## src/rtl/uart_pkg.sv

```systemverilog
// Shared types and helpers for the FIFO-fed UART transmitter.
package uart_pkg;

    typedef enum logic [2:0] {
        IDLE,
        START,
        DATA,
        PARITY,
        STOP
    } tx_state_t;

    localparam logic IDLE_LEVEL  = 1'b1;
    localparam logic START_LEVEL = 1'b0;
    localparam int   MAX_WIDTH   = 9;

    // Callers zero-extend narrower words; zeros do not disturb the XOR.
    function automatic logic parity_calc(
        input logic [MAX_WIDTH-1:0] data,
        input logic                 odd
    );
        return (^data) ^ odd;
    endfunction

endpackage

```

## src/rtl/sync_fifo.sv

```systemverilog
// Circular-buffer FIFO with occupancy count and registered overflow pulse.
module sync_fifo #(
    parameter int WIDTH = 8,
    parameter int DEPTH = 4
) (
    input  logic                     clk,
    input  logic                     reset,
    input  logic                     push,
    input  logic [WIDTH-1:0]         wr_data,
    input  logic                     pop,
    output logic [WIDTH-1:0]         rd_data,
    output logic                     full,
    output logic                     empty,
    output logic [$clog2(DEPTH):0]   count,
    output logic                     overflow
);

    localparam int AW = $clog2(DEPTH);
    localparam int CW = AW + 1;

    logic [WIDTH-1:0] mem_q [DEPTH];
    logic [AW-1:0]    wptr_q, wptr_d;
    logic [AW-1:0]    rptr_q, rptr_d;
    logic [CW-1:0]    count_q, count_d;
    logic             ovf_q, ovf_d;
    logic             do_push, do_pop;

    assign full     = (count_q == CW'(DEPTH));
    assign empty    = (count_q == '0);
    assign count    = count_q;
    assign overflow = ovf_q;
    assign rd_data  = mem_q[rptr_q];

    // Fullness is judged before any same-cycle pop.
    assign do_push = push && !full;
    assign do_pop  = pop && !empty;

    always_comb begin
        wptr_d  = wptr_q;
        rptr_d  = rptr_q;
        count_d = count_q;
        ovf_d   = push && full;
        if (do_push) wptr_d = wptr_q + AW'(1);
        if (do_pop)  rptr_d = rptr_q + AW'(1);
        unique case ({do_push, do_pop})
            2'b10:   count_d = count_q + CW'(1);
            2'b01:   count_d = count_q - CW'(1);
            default: count_d = count_q;
        endcase
    end

    always_ff @(posedge clk) begin
        if (do_push) mem_q[wptr_q] <= wr_data;
    end

    always_ff @(posedge clk or negedge reset) begin
        if (!reset) begin
            wptr_q  <= '0;
            rptr_q  <= '0;
            count_q <= '0;
            ovf_q   <= 1'b0;
        end else begin
            wptr_q  <= wptr_d;
            rptr_q  <= rptr_d;
            count_q <= count_d;
            ovf_q   <= ovf_d;
        end
    end

endmodule

```

## src/rtl/uart_tx_fifo.sv

```systemverilog
// UART transmitter fed from an internal FIFO; single-frame and burst modes.
module uart_tx_fifo
    import uart_pkg::*;
#(
    parameter int WIDTH        = 8,
    parameter int DEPTH        = 4,
    parameter int CLKS_PER_BIT = 868,
    parameter int PARITY_EN    = 0,
    parameter int PARITY_ODD   = 0,
    parameter int STOP_BITS    = 1
) (
    input  logic                   clk,
    input  logic                   reset,
    input  logic                   wr_en,
    input  logic [WIDTH-1:0]       wr_data,
    input  logic                   send,
    input  logic                   burst,
    output logic                   tx_serial,
    output logic                   busy,
    output logic                   full,
    output logic                   empty,
    output logic [$clog2(DEPTH):0] count,
    output logic                   overflow
);

    localparam int BW = $clog2(CLKS_PER_BIT);
    localparam int IW = $clog2(WIDTH);
    localparam logic [BW-1:0] BAUD_MAX = BW'(CLKS_PER_BIT - 1);
    localparam logic [IW-1:0] BIT_MAX  = IW'(WIDTH - 1);
    localparam logic [IW-1:0] STOP_MAX = IW'(STOP_BITS - 1);

    tx_state_t            state_q, state_d;
    logic [BW-1:0]        baud_q, baud_d;
    logic [IW-1:0]        bit_q, bit_d;
    logic [WIDTH-1:0]     shift_q, shift_d;
    logic                 par_q, par_d;
    logic                 burst_q, burst_d;
    logic                 tx_q, tx_d;
    logic                 pop, tick;
    logic [WIDTH-1:0]     head;
    logic [MAX_WIDTH-1:0] head_ext;

    sync_fifo #(
        .WIDTH(WIDTH),
        .DEPTH(DEPTH)
    ) u_fifo (
        .clk      (clk),
        .reset    (reset),
        .push     (wr_en),
        .wr_data  (wr_data),
        .pop      (pop),
        .rd_data  (head),
        .full     (full),
        .empty    (empty),
        .count    (count),
        .overflow (overflow)
    );

    assign tx_serial = tx_q;
    assign busy      = (state_q != IDLE);
    assign tick      = (baud_q == BAUD_MAX);

    always_comb begin
        head_ext              = '0;
        head_ext[WIDTH-1:0]   = head;
    end

    always_comb begin
        state_d = state_q;
        baud_d  = baud_q + BW'(1);
        bit_d   = bit_q;
        shift_d = shift_q;
        par_d   = par_q;
        burst_d = burst_q;
        pop     = 1'b0;
        unique case (state_q)
            IDLE: begin
                baud_d = '0;
                bit_d  = '0;
                if (!empty && (send || burst)) begin
                    pop     = 1'b1;
                    shift_d = head;
                    par_d   = parity_calc(head_ext, PARITY_ODD != 0);
                    burst_d = burst;
                    state_d = START;
                end
            end
            START: begin
                if (tick) begin
                    baud_d  = '0;
                    bit_d   = '0;
                    state_d = DATA;
                end
            end
            DATA: begin
                if (tick) begin
                    baud_d  = '0;
                    shift_d = shift_q >> 1;
                    if (bit_q == BIT_MAX) begin
                        bit_d   = '0;
                        state_d = (PARITY_EN != 0) ? PARITY : STOP;
                    end else begin
                        bit_d = bit_q + IW'(1);
                    end
                end
            end
            PARITY: begin
                if (tick) begin
                    baud_d  = '0;
                    bit_d   = '0;
                    state_d = STOP;
                end
            end
            STOP: begin
                if (tick) begin
                    baud_d = '0;
                    if (bit_q == STOP_MAX) begin
                        bit_d = '0;
                        // Back-to-back frames in burst mode: no idle gap.
                        if (burst_q && !empty) begin
                            pop     = 1'b1;
                            shift_d = head;
                            par_d   = parity_calc(head_ext, PARITY_ODD != 0);
                            state_d = START;
                        end else begin
                            burst_d = 1'b0;
                            state_d = IDLE;
                        end
                    end else begin
                        bit_d = bit_q + IW'(1);
                    end
                end
            end
            default: state_d = IDLE;
        endcase
    end

    // Line level is registered from the next state so it lines up with busy.
    always_comb begin
        unique case (state_d)
            START:   tx_d = START_LEVEL;
            DATA:    tx_d = shift_d[0];
            PARITY:  tx_d = par_q;
            default: tx_d = IDLE_LEVEL;
        endcase
    end

    always_ff @(posedge clk or negedge reset) begin
        if (!reset) begin
            state_q <= IDLE;
            baud_q  <= '0;
            bit_q   <= '0;
            shift_q <= '0;
            par_q   <= 1'b0;
            burst_q <= 1'b0;
            tx_q    <= IDLE_LEVEL;
        end else begin
            state_q <= state_d;
            baud_q  <= baud_d;
            bit_q   <= bit_d;
            shift_q <= shift_d;
            par_q   <= par_d;
            burst_q <= burst_d;
            tx_q    <= tx_d;
        end
    end

endmodule

```

## config.mk

```make
export PLATFORM = sky130hd
export DESIGN_NAME = uart_tx_fifo
export DESIGN_NICKNAME = d
export VERILOG_FILES = /design/src/rtl/uart_pkg.sv /design/src/rtl/sync_fifo.sv /design/src/rtl/uart_tx_fifo.sv
export SDC_FILE = /design/constraint.sdc
export NUM_CORES = 1
export LEC_CHECK = 0
export ABC_AREA = 1
export CORE_MARGIN = 3
export CORE_UTILIZATION = 45
export DETAILED_ROUTE_END_ITERATION = 8
export DONT_BUFFER_PORTS = 1
export SYNTH_ARGS = -nofsm -noshare
export SYNTH_HDL_FRONTEND = slang
export SYNTH_SLANG_ARGS = --single-unit
```

## constraint.sdc

```tcl
create_clock -name clk -period 2.3 [get_ports clk]
set_clock_uncertainty 0.1 [all_clocks]
set_input_delay 0.46 -clock clk [delete_from_list [all_inputs] [get_ports clk]]
set_output_delay 0.46 -clock clk [all_outputs]
set_load 0.01 [all_outputs]
```

-- Word level (Yosys, flattened, before mapping)
Memory sizes are Yosys's and may differ from the RTL's.
Cells that the tools add are included.
- reductions and logical operators: 23
- multiplexer cells: 42
- eq/ne operators: 19
- add/sub/neg operators: 6
- operators by type and width (cell ; count):
    $mux W8 ; 5
    $mux W3 ; 12
    $pmux W8 S3 ; 1
    $pmux W10 S2 ; 1
    $mux W1 ; 15
    $pmux W3 S5 ; 1
    $eq A3 B2 Y1 const B ; 4
    $ne A2 B2 Y1 const B ; 6
    $pmux W3 S4 ; 1
    $add A10 B1 Y10 const B ; 1
    $eq A10 B10 Y1 const B ; 1
    $mux W10 ; 1
    $reduce_and A5 Y1 ; 2
    $eq A3 B3 Y1 const B ; 3
    $logic_not A3 Y1 ; 3
    $reduce_xor A9 Y1 ; 1
    $add A3 B1 Y3 const B ; 2
    $eq A3 B1 Y1 const B ; 2
    $pmux W1 S2 ; 3
    $pmux W3 S2 ; 1
    $reduce_and A6 Y1 ; 1
    $reduce_bool A3 Y1 ; 2
    $logic_and A1 B1 Y1 ; 5
    $add A2 B1 Y2 const B ; 2
    12 further kinds ; 14
- logic and storage cells: 103
- bits in writable memories: 32
- memories kept: 1
- input port bits: 13
- flip-flop bits (word level): 35
- output and inout bits: 8
- memories (memory ; depth ; bits a word ; rd ports ; clocked after Yosys merged registers in ; write ports ; RTL line ; RTL):
    u_fifo.mem_q ; 4 ; 8 ; 1 ; 0 ; 1 ; sync_fifo.sv:21 ; logic [WIDTH-1:0] mem_q [DEPTH];

-- Logic depth before layout (Yosys ltp)
Gate-level depths: netlist (run 1).
- depth in word-level cells: 10
- depth in mapped cells: 14
- mapped depth without buffers: 13

-- Hierarchy
Synthesis (run 1) repeated with hierarchy kept, for this count alone.
- cells, all modules: 353
- area, all modules: 3337.0 um2
- by module, submodules not included (module ; instances ; area each (um2) ; cells each ; seq. area each (um2)):
    sync_fifo ; 1 ; 1779.2 ; 157 ; 1161.1
    uart_tx_fifo ; 1 ; 1557.7 ; 196 ; 676.9

-- Least setup slack after synthesis (run 1)
OpenSTA, ideal clock, no wires.
- kind: reg2reg
- start: register baud_q[0]
- end: register u_fifo.count_q[2] (netlist: u_fifo.count[2])
- cell stages (with the launch flop): 14
- period minus slack after synthesis: 2.456 ns
- library setup time: 0.131 ns
- setup slack: -0.156 ns
- data arrival time: 2.225 ns
- path buffers: 0
- data required time: 2.069 ns
- path through: dfrtp_1 > ha_1 > inv_1 > nor3_2 > inv_2 > nor2_8 > nand2_4 > o21bai_4 > ha_1 > inv_1 > fa_1 > a21oi_1 > o21ai_0 > xor2_1
- word-level cells in the longest chain between the ends: 6
- elaborated cells on any way between the ends: 8
- classes of those cells: eq/ne: 3; mux: 3; reduce/logical: 2
- RTL lines (what ; RTL line ; RTL):
    start, declared ; uart_tx_fifo.sv:33 ; logic [BW-1:0] baud_q, baud_d;
    start signal, assigned ; uart_tx_fifo.sv:159 ; baud_q <= baud_d;
    $eq A10 B10 Y1 (*) ; uart_tx_fifo.sv:61 ; assign tick = (baud_q == BAUD_MAX);
    $mux W1 (*) ; uart_tx_fifo.sv:115 ; if (tick) begin
    $pmux W1 S2 (*) ; uart_tx_fifo.sv:76 ; unique case (state_q)
    $logic_and A1 B1 Y1 (*) ; sync_fifo.sv:36 ; assign do_pop = pop && !empty;
    named net u_fifo.do_pop ; sync_fifo.sv:26 ; logic do_push, do_pop;
    $eq A2 B1 Y1 / $eq A2 B2 Y1 (equally long branches) ; sync_fifo.sv:45 ; unique case ({do_push, do_pop})
    $pmux W3 S2 / $reduce_bool A2 Y1 (equally long branches) ; -- ;
    end signal, assigned ; sync_fifo.sv:65 ; count_q <= count_d;
    end, declared ; sync_fifo.sv:24 ; logic [CW-1:0] count_q, count_d;
The timed path passes the listed nets; every way through them passes the cells marked *.
A chain may end at the register's enable or synchronous reset.

-- Worst setup path in the final report (run 1)
- start: register bit_q[0]
- end: register u_fifo.count_q[2] (netlist: u_fifo.count[2])
- word-level cells in the longest chain between the ends: 7
- elaborated cells on any way between the ends: 9
- classes of those cells: eq/ne: 2; mux: 4; reduce/logical: 3
- RTL lines (what ; RTL line ; RTL):
    start, declared ; uart_tx_fifo.sv:34 ; logic [IW-1:0] bit_q, bit_d;
    start signal, assigned ; uart_tx_fifo.sv:160 ; bit_q <= bit_d;
    $logic_not A3 Y1 (*) ; uart_tx_fifo.sv:117 ; if (bit_q == STOP_MAX) begin
    $mux W1 (*) ; uart_tx_fifo.sv:117 ;
    $mux W1 (*) ; uart_tx_fifo.sv:115 ;
    $pmux W1 S2 (*) ; uart_tx_fifo.sv:76 ;
    $logic_and A1 B1 Y1 (*) ; sync_fifo.sv:36 ;
    named net u_fifo.do_pop ; sync_fifo.sv:26 ;
    $eq A2 B1 Y1 / $eq A2 B2 Y1 (equally long branches) ; sync_fifo.sv:45 ;
    $pmux W3 S2 / $reduce_bool A2 Y1 (equally long branches) ; -- ;
Marked as above.

==> summary.txt, run 1 <==
Run status
  • Status: complete, no violations

GRT
  • Largest net degree at the start of global routing: 36
  • Vias in the first global route: about 2500
  • Grt total ovfl: 0
  • First-pass GRT wire length: approximately 12 mm
  • Initial antenna violation count: 0
  • GRT Total Usage: 17.6%

Synthesis
  • Syn Inst Count: 402
  • Post-synth cell types: 40
  • Sequential area share after synthesis: 52.4%
  • Area share of xor/xnor cells in the synthesized design: around 1.2%
  • Main combinational cell family by area after synthesis: simple AND/OR/NAND/NOR gates
  • Async SR Flop Fraction: ~52%
  • Adder-cell share of the synthesized area: 3.78%
  • Post-Synth Simple-Gate Area: between 20% and 30%
  • Multiplexer share of the synthesized area: 0%
  • Ys Warns: 0
  • Synth Area per Inst: 8.72 sq um
  • Compound-Gate Fraction of Synth Area: 7.03%
  • Primary FF master, synth: dfrtp_1
  • Number of synthesized flops with an enable pin: 32
  • Post-Syn Area: between 3000 and 4000 sq um
  • Post-synthesis register bit count: 67
  • Mapped Nets: 425

Floorplan
  • Top-level I/O count: 21
  • DIE HEIGHT: between 90 and 100 microns
  • Die Width: approximately 94 microns
  • Full die area: 8880 sq um
  • Core ar.: 7410 sq um
  • Cell Rows: 31
  • Initial Util: 47.3%

Worst setup path
  • Worst Path Required: 2.44 ns
  • R2R cell count: 12
  • Critical path peak fanout: 3
  • Crit Path Class: reg2reg
  • Critical Path Source Type: flip-flop
  • R2R Setup Slk: around 0.060 ns
  • Crit. End Element: flip-flop
  • Worst EP arrival: between 2 and 2.5 ns

Cells and area
  • Proportion of layout cells with a drive suffix above 1: 16.9%
  • Area Overhead vs Synth: 15.2%
  • Nets@finish: between 400 and 500
  • Non-filler cells in the finished layout: ~540
  • Ant diodes: 0

STA
  • RSZ-0062 raised after global routing: true
  • Worst slew margin: 44.0%
  • Worst-margin pin slew: 0.837 ns
  • Final hold vios: 0
  • Final setup fails: 0
  • Setup TNS: 0 ns
  • Max frequency: 447 MHz
  • Tcrit/Tclk final: 97.4%
  • Tmin final: 2.24 ns
  • Slew Limit Fails: 0

CTS
  • Root buf cell: clkbuf_8
  • Clock-pin slew on the worst setup and hold paths: 0.08 ns
  • Clk_lat worst skew: roughly 0.35 ns
  • TritonCTS buffer count: 9
  • Clock sinks: 67
  • CTS tree: built
  • Clock Tree Buf Depth: 2
  • H-tree depth: 3

Routing
  • DR WL/cell: between 10 and 15 microns
  • First DRT Iteration DRCs: roughly 110
  • Routed via count: around 2600
  • Post-Route WL: 6.91 mm
  • Antenna viol nets, final: 0
  • TritonRoute pass-1 iters: 4
  • Via/cell ratio: approximately 5
  • DRC viols: 0

Power and ir drop
  • Pwr Total: approximately 0.0032 W
  • Pwr/cell area: about 800 nW/um^2
  • Peak supply drop: 0.548 mV
  • P_leak: 1.90 nW

Placement
  • Placed wire-length estimate: 4.87 mm
  • Gp weighted congestion: 0.802
  • Placed Cells: 517
  • Buffers on Ports: 0

Min path
  • Hold Crit Depth: 0
  • Hold Path Class: in2reg

Job
  • Maxcap violations: 0
## critical path: stages, from the launching register on
cell and delay (ns):
dfrtp_1 0.38, inv_1 0.09, ha_1 0.15, nand2_1 0.09, nor2_2 0.19, nand2_4 0.08
o21bai_4 0.14, ha_2 0.18, inv_2 0.04, fa_2 0.34, a21oi_2 0.11, o21ai_1 0.08
xor2_1 0.14
## routing by layer
layer,track usage (%),part of all wire [%]
met5,0,0
met4,7.22,1.8
met3,4.17,5.2
met2,26.2,43
met1,24.7,50
## cell usage in the layout, fill, tap and decap left out, types with 2 or more instances in the layout
master	count
a21oi_1	6
buf_4	24
bufinv_16	2
clkbuf_8	9
dfrtp_1	34
edfxtp_1	32
ha_1	7
ha_2	2
inv_1	42
inv_2	6
inv_6	2
nand2_1	150
nand2_2	2
nand3_1	31
nand4_1	2
nor2_1	28
nor2_2	4
nor3_1	6
nor3b_1	2
o211ai_2	6
o21a_1	3
o21ai_0	7
o21ai_1	4
xor2_1	4
## timing repair
item	in CTS	in global routing
setup buffers	1	1
resized for setup	1	2
endpoints found under the setup margin	1	2
pin swaps	2	2
hold endpoints to repair	35	0
hold buffers	2	0
## metrics by stage
step	worst slack, ns	hold slack [ns]	utilization, %	cell area, sq um
2_1_floorplan	-0.147	0.0644	-	3520
3_3_place_gp	-0.00632	0.0654	50.8	3760
3_5_place_dp	-0.0434	0.0655	50.8	3760
4_1_cts	0.0290	0.0888	54.3	4020
5_1_grt	-0.0921	0.0794	54.5	4040
6_report	0.0605	0.0956	54.5	4040
## sequential cells by signal, indices dropped and copies added (netlist names)
register / flops
tx_serial: 1
baud_q: 10
bit_q: 3
state_q: 3
u_fifo.count: 3
par_q: 1
shift_q: 8
u_fifo.overflow: 1
u_fifo.rptr_q: 2
u_fifo.wptr_q: 2
burst_q: 1
u_fifo.mem_q: 32
## power breakdown
part           leakage (nW)  switching [W]  internal [W]
combinational          1.10       0.000405      0.000219
clock                 0.110       0.000496      0.000618
sequential            0.689      0.0000593       0.00143
total                  1.90       0.000960       0.00227
## path summary, 6_finish.rpt
check | startpoint | to
worst min-delay path | wr_data[7] | u_fifo.mem_q[2][7]
max in group asynchronous | reset | tx_serial
worst max-delay path | bit_q[0] | u_fifo.count[2]
worst max register to register | bit_q[0] | u_fifo.count[2]
min in group asynchronous | reset | shift_q[7]
worst min register to register | par_q | par_q
## cell families after synthesis
| group | Yosys count |
|---|---|
| and+or+nand+nor | 233 |
| DFF | 67 |
| buffers and inverters | 55 |
| AOI/OAI and AO/OA | 32 |
| adders and majority gates | 10 |
| xor gates and xnor gates | 5 |
## cell usage after synthesis, types with 3 or more instances
cell	n	area (sq um)
a21oi_1	7	35.0
buf_2	3	15.0
dfrtp_1	34	851
edfxtp_1	32	961
ha_1	9	113
inv_1	44	165
inv_2	4	15.0
nand2_1	150	563
nand3_1	31	155
nor2_1	30	113
nor3_1	6	30.0
o211ai_2	6	75.1
o21a_1	3	22.5
o21ai_0	8	40.0
o21ai_1	3	15.0
xor2_1	4	35.0
## cell type report
| type | count | area, sq um |
|---|---|---|
| Clock inverter | 7 | 98.8 |
| Multi-Input combinational cell | 280 | 1460 |
| Timing Repair Buffer | 26 | 210 |
| Fill cell | 678 | 3370 |
| Inverter | 49 | 186 |
| Tap cell | 99 | 124 |
| Clock buffer | 9 | 124 |
| Sequential cell | 67 | 1840 |
Note: power is estimated with default switching activity, not from simulation.
==> run 2, diff against run 1 <==
CORE_ASPECT_RATIO = 0.6   (was unset)
==> summary.txt, run 2 (same netlist as run 1, synthesis figures left out) <==
Cells and area
  • # fillers: 680 (was 678)
  • Most frequent cells in the layout: nand2_1, inv_1, dfrtp_1 (unchanged)
  • Reg area: 1840 sq um (unchanged)
  • Nets@finish: 456 (unchanged)
  • Multi-input logic area: 1460 sq um (about the same)
  • Finished layout cell area: 4120 sq um (was 4040 sq um)
  • Area Overhead vs Synth: 17.6% (was 15.2%)
  • Biggest regs: u_fifo.mem_q (32), baud_q (10), shift_q (8) (unchanged)
  • Most common cell after layout, fill and taps aside: nand2_1 (unchanged)
  • Non-filler cells in the finished layout: 542 (was 537)
  • Max reg flops: 32 (unchanged)
  • Largest Register: u_fifo.mem_q (unchanged)
  • Proportion of layout cells with a drive suffix above 1: 16.9% (unchanged)
  • Ant diodes: 0 (unchanged)

GRT
  • Vias in the first global route: 2375 (was 2548)
  • GR Layer Usage met2: 22.8% (was 26.2%)
  • Met3 Use GR: 5.55% (was 4.17%)
  • Most Used Layer, Global Route: met1 (was met2)
  • First-pass GRT wire length: 12.3 mm (was 12.0 mm)
  • GR Layer Usage met1: 28.8% (was 24.7%)
  • Initial antenna violation count: 0 (unchanged)
  • GRT Total Usage: 18.3% (was 17.6%)
  • Grt total ovfl: 0 (unchanged)
  • Largest net degree at the start of global routing: 36 (unchanged)

Worst setup path
  • CP bufs+invs: 3 (was 2)
  • Worst Path Required: 2.41 ns (was 2.44 ns)
  • Crit. End Element: flip-flop (unchanged)
  • Critical path peak fanout: 3 (unchanged)
  • Critical Path Source Type: flip-flop (unchanged)
  • Critical path cell sequence: nor2_2 > inv_2 > nor2_2 > inv_2 > nor2_1 > o21bai_4 > ha_2 > inv_2 > fa_2 > a21oi_2 > o21ai_1 > xor2_1 (was inv_1 > ha_1 > nand2_1 > nor2_2 > nand2_4 > o21bai_4 > ha_2 > inv_2 > fa_2 > a21oi_2 > o21ai_1 > xor2_1)
  • Delay-heaviest family, CP: adder cells (unchanged)
  • Crit Path Class: reg2reg (unchanged)
  • Slowest library cell on the worst path: dfrtp_1 (unchanged)
  • Critical Path Max Stage Delay: 0.39 ns (was 0.38 ns)
  • Crit-path most repeated cell: inv_2
  • Worst EP arrival: 2.40 ns (was 2.38 ns)

CTS
  • Clock-pin slew on the worst setup and hold paths: 0.05 ns (was 0.08 ns)
  • Root buf cell: clkbuf_16 (was clkbuf_8)
  • Clk_lat worst skew: 0.33 ns (was 0.35 ns)
  • Clock sinks: 67 (unchanged)
  • CTS tree: built (unchanged)
  • H-tree depth: 3 (unchanged)
  • Clock Tree Buf Depth: 2 (unchanged)
  • TritonCTS buffer count: 9 (unchanged)

Routing
  • First DRT Iteration DRCs: 208 (was 106)
  • TritonRoute pass-1 iters: 4 (unchanged)
  • DRC viols: 0 (unchanged)
  • Routed via count: 2568 (was 2631)
  • Antenna viol nets, final: 0 (unchanged)
  • Via/cell ratio: 4.74 (was 4.90)
  • Post-Route WL: 7.21 mm (was 6.91 mm)
  • DR WL/cell: 13.3 microns (was 12.9 microns)

STA
  • Final WS setup: 0.0105 ns (was 0.0605 ns)
  • Final setup fails: 0 (unchanged)
  • Setup TNS: 0 ns (unchanged)
  • Worst slew margin: 45.5% (was 44.0%)
  • RSZ-0062 raised after global routing: true (unchanged)
  • Final hold vios: 0 (unchanged)
  • Tcrit/Tclk final: 99.5% (was 97.4%)
  • Max frequency: 437 MHz (was 447 MHz)
  • Tmin final: 2.29 ns (was 2.24 ns)
  • Slew Limit Fails: 0 (unchanged)
  • Worst-margin pin slew: 0.815 ns (was 0.837 ns)

Power and ir drop
  • Switching Fraction: 28.0% (was 29.7%)
  • Int Power: 0.00250 W (was 0.00227 W)
  • Pwr/cell area: 841 nW/um^2 (was 800 nW/um^2)
  • NetSw: 0.000968 W (was 0.000960 W)
  • Pwr Total: 0.00346 W (was 0.00323 W)
  • Sequential power share: 43.2% (was 46.2%)
  • Comb power frac: 18.3% (was 19.3%)
  • Clock power share: 38.5% (was 34.5%)
  • Peak supply drop: 0.543 mV (was 0.548 mV)
  • P_leak: 1.94 nW (was 1.90 nW)

Floorplan
  • Die Width: 120 microns (was 94.3 microns)
  • DIE HEIGHT: 74.4 microns (was 94.3 microns)
  • Top-level I/O count: 21 (unchanged)
  • Core ar.: 7420 sq um (was 7410 sq um)
  • Cell Rows: 24 (was 31)
  • Full die area: 8920 sq um (was 8880 sq um)
  • Initial Util: 47.3% (about the same)

Min path
  • Hold Path Class: in2reg (unchanged)

Placement
  • Buffers on Ports: 0 (unchanged)
  • Placed Cells: 524 (was 517)
  • Placed wire-length estimate: 5.31 mm (was 4.87 mm)
  • Gp weighted congestion: 0.904 (was 0.802)
  • Place WS: -0.0339 ns (was -0.0434 ns)
  • Cell Area, Placed: 3780 sq um (was 3760 sq um)

Run status
  • Status: complete, no violations (unchanged)

Job
  • Maxcap violations: 0 (unchanged)
## run 2: cell types whose count changed in the layout (fill, tap and decap cells not counted), sizes merged
| cell | before | now |
|---|---|---|
| clkinvlp | 1 | 2 |
| bufinv | 2 | 1 |
| inv | 51 | 50 |
| clkinv | 2 | 3 |
## run 2: worst reg2reg max path: stages (launching register included)
cell and delay, ns:
dfrtp_1 0.39, nor2_2 0.17, inv_2 0.06, nor2_2 0.12
inv_2 0.05, nor2_1 0.16, o21bai_4 0.16, ha_2 0.18
inv_2 0.06, fa_2 0.37, a21oi_2 0.13, o21ai_1 0.08
xor2_1 0.14
## run 2: worst paths after layout
kind	from	end	slack (ns)	depth (start not counted)
max in group asynchronous	reset	tx_serial	1.36	2
max reg2reg	state_q[0]	u_fifo.count[2]	0.01	12
min reg2reg	shift_q[1]	shift_q[1]	0.39	2
min	wr_data[0]	u_fifo.mem_q[2][0]	0.13	0
min in group asynchronous	reset	state_q[2]	0.49	2
max	state_q[0]	u_fifo.count[2]	0.01	12
## run 2: timing repair
item                                    4_1_cts  5_1_grt
hold buffers                                  2        0
endpoints found under the setup margin        1        2
setup buffers                                 0        0
gates cloned                                  0        0
pin swaps                                     1        0
resized for setup                             2        3
hold endpoints to repair                     35        0
## run 2: area by class of cell
cell class,count,area share (%)
flip-flops and latches,67,44.6
clock inverters,7,1.64
multi-input cells,280,35.5
repair buffers,26,5.10
clock buffers,9,5.47
inverters,49,4.52
well taps,104,3.16
## run 2: power by group through the flow
stage	Combinational [W]	Clock [W]	Sequential, W
finish	0.000635	0.00133	0.00150
global route	0.000738	0.00143	0.00151
CTS	0.000636	0.00137	0.00150
detailed placement	0.000614	0	0.00152
global placement	0.000595	0	0.00151
floorplan	0.000396	0	0.00152
## run 2: metal layers
layer	vias up	part of all wire, %
li1	1354	-
met1	1160	55
met2	52	39
met3	2	5.2
met4	0	0.49
met5	-	0
## run 2: through the flow
step | utilization [%] | hold WS (ns)
after floorplan | - | 0.0644
after global placement | 51.0 | 0.0663
after detailed placement | 51.0 | 0.0654
after CTS | 55.4 | 0.115
after global routing | 55.5 | 0.102
final | 55.5 | 0.128
